**src/rtl/cmd_arb_pkg.sv**
```systemverilog
// cmd_arb_pkg: shared types and opcodes for the Knight command arbiter.
// Also used by the command processor for its opcode decode.
package cmd_arb_pkg;

   typedef enum logic [1:0] {
      IDLE      = 2'd0,
      PRESENT   = 2'd1,
      WAIT_RESP = 2'd2
   } state_t;

   typedef enum logic [1:0] {
      OWN_NONE = 2'b00,
      OWN_HOST = 2'b01,
      OWN_TOUR = 2'b10
   } owner_t;

   localparam logic [3:0] O_CALIBRATE = 4'b0010;
   localparam logic [3:0] O_MOVE      = 4'b0100;
   localparam logic [3:0] O_MOVE_F    = 4'b0101;
   localparam logic [3:0] O_TOUR_GO   = 4'b0110;

   // Cycles an accepted command may wait for its response before it is abandoned.
   function automatic logic [25:0] timeout_limit(input bit fast);
      return fast ? 26'd4095 : 26'h3FF_FFFF;
   endfunction

endpackage

```
**src/rtl/cmd_arb_timer.sv**
```systemverilog
// cmd_arb_timer: response timeout counter for cmd_arb.
// Counts while i_run is high and restarts from zero whenever i_run drops.
// o_expired is high during the final allowed cycle of the run.
module cmd_arb_timer
   import cmd_arb_pkg::*;
#(
   parameter int FAST_SIM = 1
) (
   input  logic i_clk,
   input  logic i_rst,
   input  logic i_run,
   output logic o_expired
);

   localparam logic [25:0] LIMIT = timeout_limit(FAST_SIM != 0);

   logic [25:0] r_count;

   // Cycle counter, held at zero outside a run so every run starts fresh.
   always_ff @(posedge i_clk or posedge i_rst) begin
      if (i_rst) begin
         r_count <= '0;
      end else if (!i_run) begin
         r_count <= '0;
      end else begin
         r_count <= r_count + 26'd1;
      end
   end

   assign o_expired = i_run && (r_count == (LIMIT - 26'd1));

endmodule

```
**src/rtl/cmd_arb.sv**
```systemverilog
// cmd_arb: arbitrates the host wrapper and the tour generator onto the single
// command port of the command processor, routing clear and response back to
// the owner of the grant. Optional response timeout: define CMD_ARB_TIMEOUT_EN.
module cmd_arb
   import cmd_arb_pkg::*;
#(
   parameter int FAST_SIM = 1
) (
   input  logic        clk,
   input  logic        rst,
   input  logic [15:0] host_cmd,
   input  logic        host_cmd_rdy,
   output logic        host_clr_cmd_rdy,
   output logic        host_resp,
   input  logic [15:0] tour_cmd,
   input  logic        tour_cmd_rdy,
   output logic        tour_clr_cmd_rdy,
   output logic        tour_resp,
   input  logic        tour_go,
   input  logic        tour_done,
   output logic [15:0] cmd,
   output logic        cmd_rdy,
   input  logic        clr_cmd_rdy,
   input  logic        send_resp,
   output logic [1:0]  owner,
   output logic        tour_mode,
   output logic        timeout_err
);

   state_t      r_state;
   owner_t      r_owner;
   logic        r_tour_mode;
   logic [15:0] r_cmd_hold;

   logic [15:0] w_cmd_sel;
   logic        w_rdy_sel;
   logic        w_grant_tour;
   logic        w_grant_host;
   logic        w_grant;
   logic        w_clr_route;
   logic        w_resp_route;
   logic        w_waiting;
   logic        w_expired;
   logic        w_timeout;

   // Select the owning requester's command and valid; nothing when unowned.
   always_comb begin
      w_cmd_sel = 16'h0000;
      w_rdy_sel = 1'b0;
      case (r_owner)
         OWN_HOST: begin
            w_cmd_sel = host_cmd;
            w_rdy_sel = host_cmd_rdy;
         end
         OWN_TOUR: begin
            w_cmd_sel = tour_cmd;
            w_rdy_sel = tour_cmd_rdy;
         end
         default: begin
            w_cmd_sel = 16'h0000;
            w_rdy_sel = 1'b0;
         end
      endcase
   end

   // Tour only competes while in tour mode, and then always beats the host.
   assign w_grant_tour = (r_state == IDLE) && r_tour_mode && tour_cmd_rdy;
   assign w_grant_host = (r_state == IDLE) && !w_grant_tour && host_cmd_rdy;
   assign w_grant      = w_grant_tour || w_grant_host;

   assign w_clr_route  = (r_state == PRESENT) && clr_cmd_rdy;
   assign w_resp_route = (r_state == WAIT_RESP) && send_resp;
   assign w_waiting    = (r_state == WAIT_RESP);

   // A response arriving in the expiry cycle still completes the command.
   assign w_timeout    = w_expired && !send_resp;

`ifdef CMD_ARB_TIMEOUT_EN
   logic r_timeout_err;

   cmd_arb_timer #(
      .FAST_SIM(FAST_SIM)
   ) u_timer (
      .i_clk    (clk),
      .i_rst    (rst),
      .i_run    (w_waiting),
      .o_expired(w_expired)
   );

   // Sticky timeout flag, cleared when the next command is granted.
   always_ff @(posedge clk or posedge rst) begin
      if (rst) begin
         r_timeout_err <= 1'b0;
      end else if (w_grant) begin
         r_timeout_err <= 1'b0;
      end else if (w_timeout) begin
         r_timeout_err <= 1'b1;
      end
   end

   assign timeout_err = r_timeout_err;
`else
   // FAST_SIM only matters when the timeout counter is built.
   logic w_unused_fast_sim;
   assign w_unused_fast_sim = (FAST_SIM != 0) || w_waiting;
   assign w_expired   = 1'b0;
   assign timeout_err = 1'b0;
`endif

   // Grant / present / wait-for-response sequencing and tour mode tracking.
   always_ff @(posedge clk or posedge rst) begin
      if (rst) begin
         r_state     <= IDLE;
         r_owner     <= OWN_NONE;
         r_tour_mode <= 1'b0;
      end else begin
         case (r_state)
            IDLE: begin
               if (w_grant_tour) begin
                  r_owner <= OWN_TOUR;
                  r_state <= PRESENT;
               end else if (w_grant_host) begin
                  r_owner <= OWN_HOST;
                  r_state <= PRESENT;
               end
            end
            PRESENT: begin
               if (clr_cmd_rdy) begin
                  // The processor never responds to TOUR_GO, so release at once.
                  if (w_cmd_sel[15:12] == O_TOUR_GO) begin
                     r_owner <= OWN_NONE;
                     r_state <= IDLE;
                  end else begin
                     r_state <= WAIT_RESP;
                  end
               end else if (!w_rdy_sel) begin
                  r_owner <= OWN_NONE;
                  r_state <= IDLE;
               end
            end
            WAIT_RESP: begin
               if (send_resp || w_timeout) begin
                  r_owner <= OWN_NONE;
                  r_state <= IDLE;
               end
            end
            default: begin
               r_owner <= OWN_NONE;
               r_state <= IDLE;
            end
         endcase

         if (w_timeout || tour_done) begin
            r_tour_mode <= 1'b0;
         end else if (tour_go) begin
            r_tour_mode <= 1'b1;
         end
      end
   end

   // Capture the accepted command so the processor sees it stable while it works.
   always_ff @(posedge clk) begin
      if (w_clr_route) begin
         r_cmd_hold <= w_cmd_sel;
      end
   end

   assign cmd              = (r_state == WAIT_RESP) ? r_cmd_hold : w_cmd_sel;
   assign cmd_rdy          = (r_state == PRESENT) && w_rdy_sel;
   assign host_clr_cmd_rdy = w_clr_route && (r_owner == OWN_HOST);
   assign tour_clr_cmd_rdy = w_clr_route && (r_owner == OWN_TOUR);
   assign host_resp        = w_resp_route && (r_owner == OWN_HOST);
   assign tour_resp        = w_resp_route && (r_owner == OWN_TOUR);
   assign owner            = r_owner;
   assign tour_mode        = r_tour_mode;

endmodule

```
**config.mk**
```make
export PLATFORM = sky130hd
export DESIGN_NAME = cmd_arb
export DESIGN_NICKNAME = d
export VERILOG_FILES = /design/src/rtl/cmd_arb_pkg.sv /design/src/rtl/cmd_arb_timer.sv /design/src/rtl/cmd_arb.sv
export SDC_FILE = /design/constraint.sdc
export NUM_CORES = 1
export LEC_CHECK = 0
export BUFFER_PORTS_ARGS = -buffer_cell sky130_fd_sc_hd__buf_2
export CORE_ASPECT_RATIO = 1.5
export CORE_MARGIN = 4
export CORE_UTILIZATION = 25
export DETAILED_ROUTE_END_ITERATION = 8
export GPL_TIMING_DRIVEN = 1
export SLEW_MARGIN = 20
export SYNTH_ARGS = -nofsm -noshare
export SYNTH_HDL_FRONTEND = slang
export SYNTH_SLANG_ARGS = --single-unit
```
**constraint.sdc**
```tcl
create_clock -name clk -period 2.4 [get_ports clk]
set_input_delay 0.24 -clock clk [delete_from_list [all_inputs] [get_ports clk]]
set_output_delay 0.24 -clock clk [all_outputs]
set_load 0.01 [all_outputs]
```
==> impl_metrics.tcl, run 1 <==
set metrics [dict create \
    grt_usage_pct 12.5 \
    initial_core_util_pct 25.7 \
    antenna_found_initial 0 \
    finalHoldViolCount 0 \
    synth_cell_types 32 \
    period_needed_ps 2170 \
    muxShareOfSynthArea_pct 0 \
    yosysWarningCount 0 \
    grt_setup_unrepaired "false" \
    multi_input_area_um2 636 \
    synth_compound_area_share_pct 16.9 \
    max-cap-violations 0 \
    slew_headroom_pct 59.0 \
    place_congestion 0.721 \
    hold_class "in2reg" \
    outcome "complete, no violations" \
    fin_tns_setup_ps 0 \
    cts.path.max_buffers 2 \
    cp.arrival_ps 1930 \
    grt_max_degree 19 \
    ios 65 \
    wl_per_cell_um 13.5 \
    clkSinkCount 21 \
    io_buffers 63 \
    overflow 0 \
    layout.cells.non_filler 283 \
    critPathMaxStageDelay_ps 420 \
    std_cell_rows 32 \
    tightest_slew_ps 614 \
    worstSetupEndpointType "primary output" \
    detail_route.first_pass.iterations 4 \
    clkTransAtPathRegs_ps 80 \
    synth_edf_count 16 \
    crit_type "reg2out" \
    dieArea_mm2 0.00657 \
    yosys-top-cells-area "edfxtp_1 (36%), nand2_1 (14%), dfrtp_1 (9.4%)" \
    synth_area_leader_cell "edfxtp_1" \
    post-place-cells 278 \
    synth-seq-area-share_pct 45.6 \
    irDropWorstVdd_v 0.000347 \
    synth_top_area_share_pct 36.2 \
    core_region_area_mm2 0.00516 \
    finalCritPeriodShare_pct 90.5 \
    synth_top_family_by_area "simple AND/OR/NAND/NOR gates" \
    final_common_cell "buf_2" \
    p_leak_nw 0.843 \
    ff_latch_area_um2 606 \
    drv_slew 0 \
    crit_chain "inv_1 > ha_1 > buf_4 > a22oi_1 > nor2_1 > nand2_1 > nand2_1 > buf_2" \
    die_w_um 67.5 \
    synth-xor-area-share_pct 0 \
    avgViaCountPerCell 4.64 \
    routed_wl_mm 3.83 \
    layout_common_cells "buf_2 (63), nand2_1 (51), nor2_1 (18)" \
    crit_path_top_delay_cell "dfrtp_1" \
    post_cts_buffers 0 \
    root_buffer "clkbuf_8" \
    synth_fp_nets 198 \
    areaGrowthSynthToFinish_pct 31.6 \
    synth_area_mm2 0.00133 \
    insertedDiodeCount 0 \
    synthSimpleGateAreaFrac_pct 28.7 \
    grt_pass1_wl_mm 6.29 \
    fillers 550 \
    startpoint_type "flop" \
    drc 0 \
    drtIter0Drc 51 \
    yosys.area_share.adder_pct 1.88 \
    syn_area_per_cell_um2 8.52 \
    p_total_w 0.00153 \
    crit_required_ps 2160 \
    setup-violations-final 0 \
    cts_inserted_buffers 3 \
    ys_ff_latch 21 \
    power.density_mw_per_mm2 876 \
    clk_latency_ps 270 \
    post-dp-hpwl_mm 2.92 \
    die_h_um 97.3 \
    skew_ps 4.49 \
    max_freq_ghz 0.461 \
    cp_common_cell "nand2_1" \
    drive_above_1_share_pct 34.9 \
    fin_nets 258 \
    netlist_instances 156 \
    synth_ff_type "edfxtp_1" \
    async_reset_ff_share_pct 23.8 \
    grt_pass1_vias 1334 \
    cts_tree "yes" \
    ant_nets 0 \
    htree_levels 1 \
    dr_total_vias 1314 \
    crit_fanout 12 \
]
==> metrics by stage <==
| stage | area [um2] | util [%] | setup slack, ps | hold WS (ps) |
|---|---|---|---|---|
| after floorplan | 1330 | - | 569 | 18.5 |
| after global placement | 1690 | 32.8 | 507 | 162 |
| after detailed placement | 1690 | 32.8 | 484 | 163 |
| after CTS | 1750 | 33.9 | 225 | 110 |
| after global routing | 1750 | 33.9 | 30.5 | 120 |
| final | 1750 | 33.9 | 229 | 110 |
==> flip-flops by register name (all words and copies together) (netlist names) <==
name,cells
r_cmd_hold,16
owner,2
r_state,2
tour_mode,1
==> cell usage after synthesis, types with 2 or more instances <==
library cell and number:
inv_1 4, o22ai_1 3, a211oi_1 2, and3_1 3, a22oi_1 16, nor2_1 18, nor3_1 2, edfxtp_1 16
and2_1 2, nand2_1 51, clkbuf_1 7, buf_4 2, a21oi_1 3, ha_1 2, buf_2 4, dfrtp_1 5
==> where the power goes <==
part           switching [W]  leakage, nW  internal [W]
Clock               0.000127       0.0228      0.000119
Combinational       0.000441        0.603      0.000295
Sequential         0.0000612        0.217      0.000489
==> what timing repair did <==
action,4_1_cts,5_1_grt
endpoints found under the setup margin,0,0
hold endpoints to repair,5,0
hold buffers,1,0
gates resized for setup,0,0
==> worst max-delay path: cells and delay by family, from the launching register on <==
kind,cells,cell delay (ps)
buffers and inverters,3,460
DFF,1,420
adders and majority gates,1,350
and+or+nand+nor,3,310
AOI/OAI and AO/OA,1,120
==> path summary, 6_finish.rpt <==
| check | slack, ps | startpoint | end | depth (start not counted) |
|---|---|---|---|---|
| min in group asynchronous | 420 | rst | tour_mode$_DFFE_PP0P_ | 3 |
| max reg2reg | 450 | owner[0]$_DFFE_PP0P_ | owner[1]$_DFFE_PP0P_ | 6 |
| min | 110 | tour_done | tour_mode$_DFFE_PP0P_ | 2 |
| max in group asynchronous | 1790 | rst | owner[0]$_DFFE_PP0P_ | 3 |
| max | 230 | owner[1]$_DFFE_PP0P_ | cmd[12] | 8 |
| min reg2reg | 570 | tour_mode$_DFFE_PP0P_ | tour_mode$_DFFE_PP0P_ | 2 |
==> layer usage <==
| metal | GRT usage, % | vias to the layer above | share of wire, % |
|---|---|---|---|
| met1 | 14.6 | 612 | 40 |
| met3 | 1.85 | 5 | 5.7 |
| met2 | 21.5 | 37 | 52 |
| li1 | - | 660 | - |
| met5 | 0 | - | 0 |
| met4 | 5.63 | 0 | 2.1 |
==> logic make-up after synthesis <==
kind of cell	count (synthesis)
AOI/OAI and AO/OA	29
adders and majority gates	2
buffers and inverters	18
DFF	21
other	1
and+or+nand+nor	85
==> layout make-up <==
| class | count | share of cell area (%) |
|---|---|---|
| clock buffer | 4 | 2.58 |
| timing repair buffer | 69 | 20.7 |
| inverter | 4 | 0.858 |
| tap | 68 | 4.86 |
| multi-input combinational | 117 | 36.3 |
| sequential | 21 | 34.6 |
No activity file was read; power rests on OpenSTA's default activity.
==> run 2, diff against run 1 <==
- CAP_MARGIN: unset -> 0
- CORE_UTILIZATION: 25 -> 44
- GPL_TIMING_DRIVEN: 1 -> unset
- PLACE_DENSITY: unset -> 0.77
==> impl_metrics.tcl, run 2 (synthesis gave the netlist of run 1 again) <==
set metrics [dict create \
    ios 65 \
    r2r_slack_ps 610 \
    finalHoldViolCount 0 \
    grt_setup_unrepaired "false" \
    cts_tree "yes" \
    post_cts_buffers 0 \
    htree_levels 1 \
    place_congestion 0.812 \
    drv_slew 0 \
    irDropWorstVdd_v 0.000670 \
    areaGrowthSynthToFinish_pct 28.9 \
    cp-endpoint "cmd[13]" \
    crit_required_ps 2160 \
    cp_common_cell "nand2_1" \
    clk_latency_ps 260 \
    tightest_slew_ps 620 \
    p_leak_nw 0.843 \
    max_freq_ghz 0.487 \
    clkSinkCount 21 \
    insertedDiodeCount 0 \
    drc 0 \
    fin_tns_setup_ps 0 \
    largest_reg_flops 16 \
    critPathMaxStageDelay_ps 420 \
    grt_usage_pct 17.5 \
    clkPwrFrac_pct 15.3 \
    cts_inserted_buffers 3 \
    pwr-share-seq_pct 36.7 \
    grt_pass1_vias 1195 \
    dieArea_mm2 0.00398 \
    r2r_end "r_state[1]$_DFFE_PP0P_" \
    startpoint_type "flop" \
    layout_common_cells "buf_2 (63), nand2_1 (51), nor2_1 (18)" \
    max-cap-violations 0 \
    hold_class "in2reg" \
    wl_per_cell_um 13.4 \
    detail_route.first_pass.iterations 4 \
    p_sw_share_pct 39.9 \
    slew_headroom_pct 58.7 \
    combPwrFrac_pct 48.0 \
    crit_type "reg2out" \
    utilization_pct 58.8 \
    overflow 0 \
    regMostFlops "r_cmd_hold" \
    io_buffers 63 \
    stdcell_area_mm2 0.00171 \
    final_common_cell "buf_2" \
    skew_ps 7.41 \
    grt_max_degree 19 \
    routed_wl_mm 3.42 \
    internal_power_w 0.000900 \
    dr_total_vias 1287 \
    whs_ps 118 \
    initial_core_util_pct 45.6 \
    core_region_area_mm2 0.00291 \
    crit_chain "inv_1 > ha_1 > buf_4 > nand2_1 > a21oi_1 > nand2_1 > nand2_1 > buf_2" \
    ant_nets 0 \
    post-dp-hpwl_mm 2.61 \
    post_dp_cell_area_mm2 0.00166 \
    setup-violations-final 0 \
    fin_nets 258 \
    crit_fanout 13 \
    crit_path_top_delay_cell "dfrtp_1" \
    antenna_found_initial 0 \
    drtIter0Drc 38 \
    outcome "complete, no violations" \
    power.density_mw_per_mm2 874 \
    avgViaCountPerCell 5.07 \
    cts.path.max_buffers 2 \
    worstSetupEndpointType "primary output" \
    drive_above_1_share_pct 34.9 \
    clkTransAtPathRegs_ps 80 \
    period_needed_ps 2050 \
    die_w_um 52.9 \
    die_h_um 75.3 \
    cp-startpoint "owner[0]$_DFFE_PP0P_" \
    finalCritPeriodShare_pct 85.6 \
    grt_pass1_wl_mm 5.29 \
    r2r_cells 7 \
    worstReg2RegStart "owner[0]$_DFFE_PP0P_" \
    hold_start "tour_done" \
    p_total_w 0.00150 \
    switching_power_w 0.000597 \
    cp.arrival_ps 1810 \
    root_buffer "clkbuf_8" \
    std_cell_rows 24 \
]
## run 2: metrics by stage
stage          setup WS (ps)  instances
2_1_floorplan            569        156
3_3_place_gp             657        249
3_5_place_dp             636        249
4_1_cts                  354        254
5_1_grt                 91.5        254
6_report                 346        254
## run 2: what timing repair did
| item | in CTS | in global routing |
|---|---|---|
| hold buffers | 1 | 0 |
| endpoints found under the hold margin | 5 | 0 |
| resized for setup | 0 | 0 |
## run 2: worst min path at each step
stage	end	cells after the start
floorplan	owner[0]$_DFFE_PP0P_	1
detailed placement	r_state[0]$_DFFE_PP0P_	2
global route	tour_mode$_DFFE_PP0P_	2
finish	tour_mode$_DFFE_PP0P_	2
global placement	tour_mode$_DFFE_PP0P_	2
CTS	tour_mode$_DFFE_PP0P_	2
## run 2: layer usage
metal | part of all wire, % | up-vias | track usage [%]
met2 | 53 | 53 | 32.3
met3 | 7.8 | 2 | 2.15
met4 | 0.88 | 0 | 5.97
li1 | - | 657 | -
met1 | 38 | 575 | 20.6
met5 | 0 | - | 0
## run 2: layout make-up
type	count	area [um2]
Fill cell	283	1200
Tap cell	39	48.8
Timing Repair Buffer	69	363
Inverter	4	15.0
Multi-Input combinational cell	117	636
Clock buffer	4	45.0
Sequential cell	21	606
## run 2: critical path, delay by kind of cell, from the launching register on
kind            cells  cell delay, ps
compound gates      1             180
fa+ha+maj           1             290
buf+inv             3             430
flops               1             420
simple gates        3             230
## run 2: power by group through the flow
stage	combinational, W	clock (W)	sequential, W
after floorplan	0.000538	0	0.000525
after global placement	0.000712	0	0.000553
after global routing	0.000795	0.000255	0.000561
after detailed placement	0.000723	0	0.000557
after CTS	0.000724	0.000233	0.000549
final	0.000719	0.000229	0.000549
==> run 3, diff against run 2 <==
- ABC_AREA: unset -> 1
- CORE_UTILIZATION: 44 -> 41
- PLACE_DENSITY: 0.77 -> 0.76
- clock period: 2.4 -> 1.7 ns (I/O delays scaled with it)
==> impl_metrics.tcl, run 3 <==
set metrics [dict create \
    worstReg2RegStart "owner[1]$_DFFE_PP0P_" \
    crit_fanout 4 \
    hold_depth 2 \
    place_congestion 0.839 \
    grt_usage_pct 18.2 \
    synth_edf_count 16 \
    startpoint_type "flop" \
    clkTransAtPathRegs_ps 70 \
    crit_required_ps 1530 \
    cp.arrival_ps 1610 \
    regMostFlops "r_cmd_hold" \
    core_region_area_mm2 0.00297 \
    drv_slew 0 \
    synth_fp_nets 217 \
    async_reset_ff_share_pct 23.8 \
    synth_top_area_share_pct 37.2 \
    die_w_um 53.8 \
    grt_max_degree 19 \
    drive_above_1_share_pct 47.8 \
    detail_route.first_pass.iterations 4 \
    hold_path_end "tour_mode$_DFFE_PP0P_" \
    skew_ps 2.60 \
    largest_reg_flops 16 \
    r2r_end "owner[1]$_DFFE_PP0P_" \
    grt_pass1_wl_mm 5.73 \
    final_common_cell "nand2_1" \
    finalHoldViolCount 0 \
    p_total_w 0.00260 \
    dieArea_mm2 0.00413 \
    whs_ps 60.5 \
    ant_nets 0 \
    power.density_mw_per_mm2 1320 \
    multi_input_area_um2 708 \
    synth_area_leader_cell "edfxtp_1" \
    fin_nets 298 \
    drtIter0Drc 53 \
    synth_area_mm2 0.00129 \
    routed_wl_mm 3.88 \
    r2r_cells 10 \
    ios 65 \
    fin_ws_ps -82.3 \
    synthTopCellsByCount "nand2_1 (94), edfxtp_1 (16), a21oi_1 (14), nor2_1 (10), inv_1 (9)" \
    crit_type "reg2out" \
    dp_slack_ps 123 \
    r2r_slack_ps 90 \
    post-dp-hpwl_mm 2.69 \
    yosys-top-cells-area "edfxtp_1 (37%), nand2_1 (27%), dfrtp_1 (9.7%)" \
    max-cap-violations 0 \
    cts_tree "yes" \
    clk_latency_ps 250 \
    cts.path.max_buffers 2 \
    insertedDiodeCount 0 \
    antenna_found_initial 0 \
    ff_latch_area_um2 607 \
    grt_setup_unrepaired "true" \
    setup-violations-final 11 \
    fillers 260 \
    crit_chain "buf_6 > ha_4 > buf_4 > a21oi_4 > nand2_1 > nand2_1 > buf_2" \
    cts_inserted_buffers 3 \
    root_buffer "clkbuf_8" \
    syn_area_per_cell_um2 7.39 \
    die_h_um 76.8 \
    netlist_instances 175 \
    initial_core_util_pct 43.5 \
    path_delay_family "buffers and inverters" \
    crit_path_top_delay_cell "dfrtp_1" \
    areaGrowthSynthToFinish_pct 52.5 \
    fin_tns_setup_ps -270 \
    synth_cell_types 20 \
    ys_ff_latch 21 \
    std_cell_rows 24 \
    critPathBufInv 3 \
    drc 0 \
    outcome "finished, violations left" \
    layout_common_cells "nand2_1 (90), buf_2 (61), buf_4 (16), edfxtp_1 (16), a21oi_2 (14)" \
    hold_start "tour_done" \
    hold_class "in2reg" \
    critPathMaxStageDelay_ps 400 \
    synth_ff_type "edfxtp_1" \
    p_leak_nw 0.972 \
    io_buffers 63 \
    htree_levels 1 \
    grt_pass1_vias 1349 \
    cp_common_cell "nand2_1" \
    period_needed_ps 1780 \
    yosysWarningCount 0 \
    max_freq_ghz 0.561 \
    synth-seq-area-share_pct 46.9 \
    irDropWorstVdd_v 0.00105 \
    worstSetupEndpointType "primary output" \
    dr_total_vias 1397 \
    finalCritPeriodShare_pct 105 \
    overflow 0 \
    wl_per_cell_um 13.2 \
    yosys.cell_count.top_type "nand2_1" \
    clkSinkCount 21 \
    avgViaCountPerCell 4.75 \
    violations "setup timing" \
]
[run 3: layout make-up]
class                           instances  share of cell area (%)
Inverter                               10                    2.03
Multi-Input combinational cell        135                    35.9
Timing Repair Buffer                   85                    26.5
Clock buffer                            4                    2.29
Tap cell                               39                    2.48
Sequential cell                        21                    30.8
[run 3: how the worst max path moves through the flow]
stage	cells after the start	to	start	slack (ps)
2_1_floorplan	5	host_clr_cmd_rdy	r_state[1]$_DFFE_PP0P_	170
3_3_place_gp	7	cmd[15]	owner[0]$_DFFE_PP0P_	120
3_5_place_dp	7	cmd[15]	owner[0]$_DFFE_PP0P_	120
4_1_cts	7	cmd[14]	owner[1]$_DFFE_PP0P_	-40
5_1_grt	8	cmd[1]	owner[0]$_DFFE_PP0P_	-140
6_report	7	cmd[13]	owner[1]$_DFFE_PP0P_	-80
[run 3: cells by family (layout without fill, tap and decap cells)]
logic type	after synthesis	count (layout)	synth area share, %
compound gates	16	16	6.78
buf+inv	19	99	7.65
other cells	1	1	0.290
simple gates	116	116	36.5
fa+ha+maj	2	2	1.94
flops	21	21	46.9
[run 3: stage by stage]
step	utilization (%)	area [um2]	std cells
final	66.3	1970	294
after detailed placement	56.0	1670	277
after CTS	61.8	1840	286
after global routing	66.3	1970	294
after floorplan	-	1290	175
after global placement	56.0	1670	277
[run 3: per-layer routing]
| layer | wire, um | vias up | GRT usage [%] |
|---|---|---|---|
| li1 | - | 708 | - |
| met1 | 1510 | 630 | 22.7 |
| met2 | 2010 | 51 | 30.0 |
| met3 | 271 | 8 | 2.71 |
| met4 | 81 | 0 | 7.93 |
| met5 | 0 | - | 0 |
[run 3: repair_timing]
action,in CTS,in global routing
gates resized for setup,21,23
buffers inserted,3,7
gates cloned,1,1
endpoints found under the setup margin,17,21
pin swaps,2,8
hold buffers,1,0
hold endpoints to repair,5,0
[run 3: where the power goes]
part           total [W]  switching, W  internal [W]
registers       0.000732     0.0000528      0.000679
clock network   0.000319      0.000152      0.000166
logic            0.00155      0.000901      0.000651
total            0.00260       0.00111       0.00150
